File: src/rtl/mini_rv_pkg.sv
// Shared encodings for the mini RV32I integer decode/execute slice.
// Opcode, funct3/funct7 names, stage states and the ALU control bundle.
package mini_rv_pkg;

    localparam logic [6:0] OP      = 7'b0110011;
    localparam logic [6:0] OP_IMM  = 7'b0010011;

    localparam logic [2:0] F3_ADD  = 3'b000;
    localparam logic [2:0] F3_SLL  = 3'b001;
    localparam logic [2:0] F3_SLT  = 3'b010;
    localparam logic [2:0] F3_SLTU = 3'b011;
    localparam logic [2:0] F3_XOR  = 3'b100;
    localparam logic [2:0] F3_SR   = 3'b101;
    localparam logic [2:0] F3_OR   = 3'b110;
    localparam logic [2:0] F3_AND  = 3'b111;

    localparam logic [6:0] F7_BASE = 7'b0000000;
    localparam logic [6:0] F7_ALT  = 7'b0100000;

    localparam logic [0:0] RUN     = 1'b0;
    localparam logic [0:0] FAULT   = 1'b1;

    typedef struct packed {
        logic [2:0] sel;
        logic       addb;
        logic       rightb;
        logic       logicb;
    } ctl_t;

endpackage

File: src/rtl/rv_regfile.sv
// 32x32 integer register file: two async read ports, one sync write port.
// x0 always reads zero and ignores writes; sync reset clears everything.
module rv_regfile (
    input  logic        clk,
    input  logic        rst,
    input  logic        we,
    input  logic [4:0]  waddr,
    input  logic [31:0] wdata,
    input  logic [4:0]  raddr1,
    output logic [31:0] rdata1,
    input  logic [4:0]  raddr2,
    output logic [31:0] rdata2
);

    logic [31:0] regs [0:31];

    always_ff @(posedge clk) begin
        if (rst) begin
            for (int i = 0; i < 32; i++) regs[i] <= '0;
        end else if (we && waddr != 5'd0) begin
            regs[waddr] <= wdata;
        end
    end

    assign rdata1 = (raddr1 == 5'd0) ? 32'd0 : regs[raddr1];
    assign rdata2 = (raddr2 == 5'd0) ? 32'd0 : regs[raddr2];

endmodule

File: src/rtl/id_ex_stage.sv
// Decode + operand fetch for RV32I OP/OP-IMM, presenting registered ALU inputs.
// The ALU result s comes back combinationally and is written back / bypassed.
module id_ex_stage
    import mini_rv_pkg::*;
(
    input  logic        clk,
    input  logic        rst,
    input  logic        in_valid,
    output logic        in_ready,
    input  logic [31:0] instr,
    output logic [31:0] a,
    output logic [31:0] b,
    output logic [2:0]  sel,
    output logic        addb,
    output logic        rightb,
    output logic        logicb,
    output logic        out_valid,
    input  logic [31:0] s,
    output logic        fault,
    output logic [31:0] fault_instr,
    output logic [31:0] retired
);

    logic [0:0]  state;
    logic [4:0]  rd_ex;
    logic [31:0] rs1_rf, rs2_rf;
    logic [31:0] rs1_val, rs2_val;
    logic [31:0] a_nx, b_nx;
    logic        illegal, accept;
    ctl_t        ctl_nx;

    wire [6:0] opcode = instr[6:0];
    wire [4:0] rd     = instr[11:7];
    wire [2:0] f3     = instr[14:12];
    wire [4:0] rs1    = instr[19:15];
    wire [4:0] rs2    = instr[24:20];
    wire [6:0] f7     = instr[31:25];

    assign in_ready = (state == RUN);
    assign accept   = in_valid && in_ready;

    rv_regfile u_rf (
        .clk    (clk),
        .rst    (rst),
        .we     (out_valid && rd_ex != 5'd0),
        .waddr  (rd_ex),
        .wdata  (s),
        .raddr1 (rs1),
        .rdata1 (rs1_rf),
        .raddr2 (rs2),
        .rdata2 (rs2_rf)
    );

    always_comb begin
        illegal = 1'b0;
        case (opcode)
            OP:      illegal = !(f7 == F7_BASE || (f7 == F7_ALT && (f3 == F3_ADD || f3 == F3_SR)));
            OP_IMM: begin
                if (f3 == F3_SLL)     illegal = (f7 != F7_BASE);
                else if (f3 == F3_SR) illegal = !(f7 == F7_BASE || f7 == F7_ALT);
            end
            default: illegal = 1'b1;
        endcase
    end

    // The writeback of the op on the outputs lands at the same edge, so its result is forwarded.
    assign rs1_val = (out_valid && rd_ex != 5'd0 && rd_ex == rs1) ? s : rs1_rf;
    assign rs2_val = (out_valid && rd_ex != 5'd0 && rd_ex == rs2) ? s : rs2_rf;

    always_comb begin
        a_nx = rs1_val;
        if (opcode == OP)                     b_nx = rs2_val;
        else if (f3 == F3_SLL || f3 == F3_SR) b_nx = {27'd0, instr[24:20]};
        else                                  b_nx = {{20{instr[31]}}, instr[31:20]};
        ctl_nx.sel    = f3;
        ctl_nx.addb   = (opcode == OP) && (f3 == F3_ADD) && (f7 == F7_ALT);
        ctl_nx.rightb = (f3 == F3_SR) && (f7 == F7_ALT);
        ctl_nx.logicb = (f3 == F3_XOR) || (f3 == F3_OR) || (f3 == F3_AND);
    end

    always_ff @(posedge clk) begin
        if (rst) begin
            state       <= RUN;
            out_valid   <= 1'b0;
            a           <= '0;
            b           <= '0;
            sel         <= '0;
            addb        <= 1'b0;
            rightb      <= 1'b0;
            logicb      <= 1'b0;
            rd_ex       <= '0;
            fault       <= 1'b0;
            fault_instr <= '0;
            retired     <= '0;
        end else begin
            out_valid <= 1'b0;
            if (out_valid) retired <= retired + 32'd1;
            if (accept) begin
                if (illegal) begin
                    state       <= FAULT;
                    fault       <= 1'b1;
                    fault_instr <= instr;
                end else begin
                    out_valid <= 1'b1;
                    a         <= a_nx;
                    b         <= b_nx;
                    sel       <= ctl_nx.sel;
                    addb      <= ctl_nx.addb;
                    rightb    <= ctl_nx.rightb;
                    logicb    <= ctl_nx.logicb;
                    rd_ex     <= rd;
                end
            end
        end
    end

endmodule
File: config.mk
export PLATFORM = sky130hd
export DESIGN_NAME = id_ex_stage
export DESIGN_NICKNAME = d
export VERILOG_FILES = /design/src/rtl/mini_rv_pkg.sv /design/src/rtl/rv_regfile.sv /design/src/rtl/id_ex_stage.sv
export SDC_FILE = /design/constraint.sdc
export NUM_CORES = 2
export LEC_CHECK = 0
export CAP_MARGIN = 30
export CORE_MARGIN = 10
export CORE_UTILIZATION = 35
export DETAILED_ROUTE_END_ITERATION = 10
export RECOVER_POWER = 25
export SLEW_MARGIN = 0
export SYNTH_ARGS = -nofsm -noshare
export SYNTH_HDL_FRONTEND = slang
export SYNTH_SLANG_ARGS = --single-unit
File: constraint.sdc
create_clock -name clk -period 3.3 [get_ports clk]
set_input_delay 0.495 -clock clk [delete_from_list [all_inputs] [get_ports clk]]
set_output_delay 0.495 -clock clk [all_outputs]
set_load 0.01 [all_outputs]
==> results.yml <==
job:
  drv.max_cap_violation_count: 1
clock_tree:
  clk-insertion-delay-late_ns: 0.80
  tritoncts.num_buffers: 121
  cts.clk_slew.worst_paths_ns: 0.06
  cts.sink_count: 1165
  htree_num_levels: 3
  tritoncts: "done"
  cts_resized: 0
  post-cts-setup-buffer-count: 0
  cts_max_path_buffers: 3
  cts.hold.buffers_added: 0
  cts_root_cell: "sky130_fd_sc_hd__clkbuf_16"
place:
  dp.cells: 6533
  place.gp.congestion: 0.890
  dpl_cell_area_um2: 66300
  numPortBuffers: 203
  detailedPlace.worstSlack_ns: 0.0543
  dp.final_hpwl_um: 146000
sta:
  setup_viols_final: 0
  final.min_clock_period_ns: 3.04
  timing.setup.tns_ns: 0
  worstMarginPinSlew_ns: 1.74
  finalHoldViolCount: 0
  setup_repair_after_global_routing_missed_its_margin: "false"
  skew_ns: 0.0348
  fmaxAchievable_mhz: 329
  worst_slew_slack_as_a_fraction_of_its_limit: -0.160
  postLayoutSetupSlackWorst_ns: 0.258
  timing_max_transition_violations_final: 120
  final.period_utilization: 0.922
cells_and_area:
  postLayoutCoreUtil: 0.413
  design_area_um2: 69900
  top_library_cells_by_usage_in_the_layout_fill_and_taps_aside: "1024 x sky130_fd_sc_hd__edfxtp_1, 934 x sky130_fd_sc_hd__and2_1, 476 x sky130_fd_sc_hd__mux4_2"
  layout.cells.most_common: "sky130_fd_sc_hd__edfxtp_1"
  finish.net_count: 4507
  instances_no_fill: 6776
  drive_above_1_share: 0.225
  flow.area_growth_from_synthesis_pct: 17.2
logic_synthesis:
  postSynthRegisterBits: 1165
  syn-instance-count: 4208
  synth_area_per_cell_um2: 14.2
  ys_async_sr_fraction: 0
  mappedNetlistArea_um2: 59600
  synth_top_family_by_area: "multiplexers"
  number_of_distinct_standard_cells_referenced_by_the_synthesized_netlist: 58
  synth_fa_ha_area_frac: 0.000210
  share_of_the_synthesized_area_in_compound_gates_ao_oa_aoi_oai: 0.0469
  seq_area_frac_synth: 0.563
  synth_flop_cell: "sky130_fd_sc_hd__edfxtp_1"
  synth-simple-area-share: 0.145
  synth-edff-count: 1024
  synthesis.yosys.warnings: 0
  synth_xor_area_frac: 0.00573
  synth.mux.area_fraction: 0.208
grt:
  global_route.usage.total: 0.250
  first_global_vias: 40696
  overflow: 0
  initial_antenna_violation_count: 27
  grt_max_degree: 120
  global_route_wire_length_before_repair_um: 331000
floorplan:
  floorplan.die.width_um: 433
  floorplan.rows: 151
  initial_core_util: 0.352
  number_of_ports_placed_on_the_die_boundary: 204
  floorplan_die_area_um2: 187000
  chip_height_um: 433
  core-area_um2: 169000
critical_path:
  crit_path_cell_trace: "clkbuf_1 > nand3b_1 > buf_4 > nor2_4 > or2_0 > buf_12"
  worst_setup_path_start_kind: "flip-flop"
  worstSetupEndpointType: "flip-flop"
  ff_to_ff_path_depth: 6
  worstPathMaxFanout: 26
  crit_buf_inv: 3
  path_delay_family: "simple AND/OR/NAND/NOR gates"
  timing.reg2reg.setup_slack_ns: 0.26
  crit_type: "reg -> reg"
  slowest_stage: "sky130_fd_sc_hd__or2_0"
  critPathRequiredTime_ns: 3.73
  reg2reg_from: "rd_ex[0]$_SDFFE_PP0P_"
  worst-endpoint-arrival_ns: 3.47
  crit_cells: 6
  critical_path.max_stage_delay_ns: 0.78
  crit-reg2reg-capture: "u_rf.regs[6][21]$_SDFFCE_PN0P_"
power:
  power_per_cell_area_nw_per_um2: 484
  max-vdd-ir-drop_uv: 431
  cellLeakagePower_uw: 0.0249
routing:
  drt.antenna.violating_nets: 0
  dr.pass1.iters: 7
  detail_route.drc_violations: 0
  vias: 42010
  wire_per_inst_um: 35.4
  dr.first_iter.drc_count: 6867
  detail_route.wirelength_um: 240000
  route.detailed.vias_per_inst: 6.20
worst_hold_path:
  holdCritPathClass: "in -> reg"
  hold-path-endpoint: "fault_instr[21]$_SDFFE_PP0P_"
  min_path_cells: 3
  holdCritStartpoint: "instr[21]"
outcome:
  outcome: "finished, violations left"
  violations: "capacitance limit, slew limit"
-- metal layers --
metal	vias up	wire (um)	track usage
li1	16484	-	-
met1	21579	88600	0.329
met2	3267	107000	0.382
met3	678	30700	0.0694
met4	2	13500	0.117
met5	-	13	0
-- synthesized netlist by cell type, types with 11 or more instances --
library cell / instances / area, um2
sky130_fd_sc_hd__nor3_1: 53 / 265
sky130_fd_sc_hd__a21oi_1: 76 / 380
sky130_fd_sc_hd__nor2_1: 126 / 473
sky130_fd_sc_hd__nand4_1: 14 / 87.6
sky130_fd_sc_hd__buf_1: 13 / 48.8
sky130_fd_sc_hd__buf_2: 97 / 485
sky130_fd_sc_hd__clkbuf_1: 291 / 1090
sky130_fd_sc_hd__o21ai_0: 24 / 120
sky130_fd_sc_hd__buf_4: 24 / 180
sky130_fd_sc_hd__xor2_1: 26 / 228
sky130_fd_sc_hd__xnor2_1: 13 / 114
sky130_fd_sc_hd__or2_2: 34 / 213
sky130_fd_sc_hd__o21bai_1: 35 / 263
sky130_fd_sc_hd__o22ai_1: 175 / 1090
sky130_fd_sc_hd__and2_1: 995 / 6220
sky130_fd_sc_hd__nand2_1: 162 / 608
sky130_fd_sc_hd__o22a_1: 13 / 114
sky130_fd_sc_hd__nand2b_1: 11 / 68.8
sky130_fd_sc_hd__a221oi_1: 39 / 342
sky130_fd_sc_hd__a31oi_1: 20 / 125
sky130_fd_sc_hd__nand3_1: 30 / 150
sky130_fd_sc_hd__dfxtp_1: 141 / 2820
sky130_fd_sc_hd__nor4_1: 35 / 219
sky130_fd_sc_hd__edfxtp_1: 1024 / 30700
sky130_fd_sc_hd__mux2_2: 13 / 146
sky130_fd_sc_hd__mux2i_1: 150 / 1500
sky130_fd_sc_hd__mux4_2: 476 / 10700
-- metrics by stage --
stage                     hold slack [ns]  total power, uW
after detailed placement            0.446            20500
after global placement              0.441            20400
final                               0.178            33800
after global routing                0.190            34600
after CTS                           0.127            33900
after floorplan                     0.476            18900
-- logic make-up after synthesis --
group / count (synthesis)
muxes: 639
AOI/OAI and AO/OA: 424
DFF: 1165
and+or+nand+nor: 1501
adders and majority gates: 1
xor gates and xnor gates: 39
other: 1
buffers and inverters: 438
-- sequential cells by signal (all words and copies together) (netlist names), 3 cells and up --
register     flops
a               32
b               32
fault_instr     32
rd_ex            5
retired         32
sel              3
u_rf.regs     1024
-- where the power goes --
group          switching, uW  internal (uW)  total (uW)
logic                   2090           1450        3540
clock network           6180           7380       13600
registers                255          16500       16700
-- tightest hold or removal path: cells and delay by family --
| kind | cells | cell delay, ns |
|---|---|---|
| compound gates | 1 | 0.06 |
| buf+inv | 1 | 0.20 |
| simple gates | 1 | 0.11 |
-- worst max-delay path by stage --
stage	slack, ns	endpoint	startpoint
finish	0.26	u_rf.regs[6][21]$_SDFFCE_PN0P_	rd_ex[0]$_SDFFE_PP0P_
global route	0.29	u_rf.regs[27][27]$_SDFFCE_PN0P_	rd_ex[0]$_SDFFE_PP0P_
CTS	0.69	out_valid	out_valid$_SDFF_PP0_
detailed placement	0.05	a[4]$_SDFFE_PP0P_	instr[18]
global placement	0.07	a[4]$_SDFFE_PP0P_	instr[18]
floorplan	0.79	b[30]$_SDFFE_PP0P_	instr[21]
-- cell type report --
type | count | area (um2)
Tap cell | 2218 | 2780
Antenna cell | 13 | 32.5
Sequential cell | 1165 | 33600
Timing Repair Buffer | 506 | 5230
Multi-Input combinational cell | 2636 | 24400
Clock inverter | 74 | 598
Inverter | 9 | 33.8
Fill cell | 15376 | 99400
Clock buffer | 155 | 3230
Note: power is estimated with default switching activity, not from simulation.
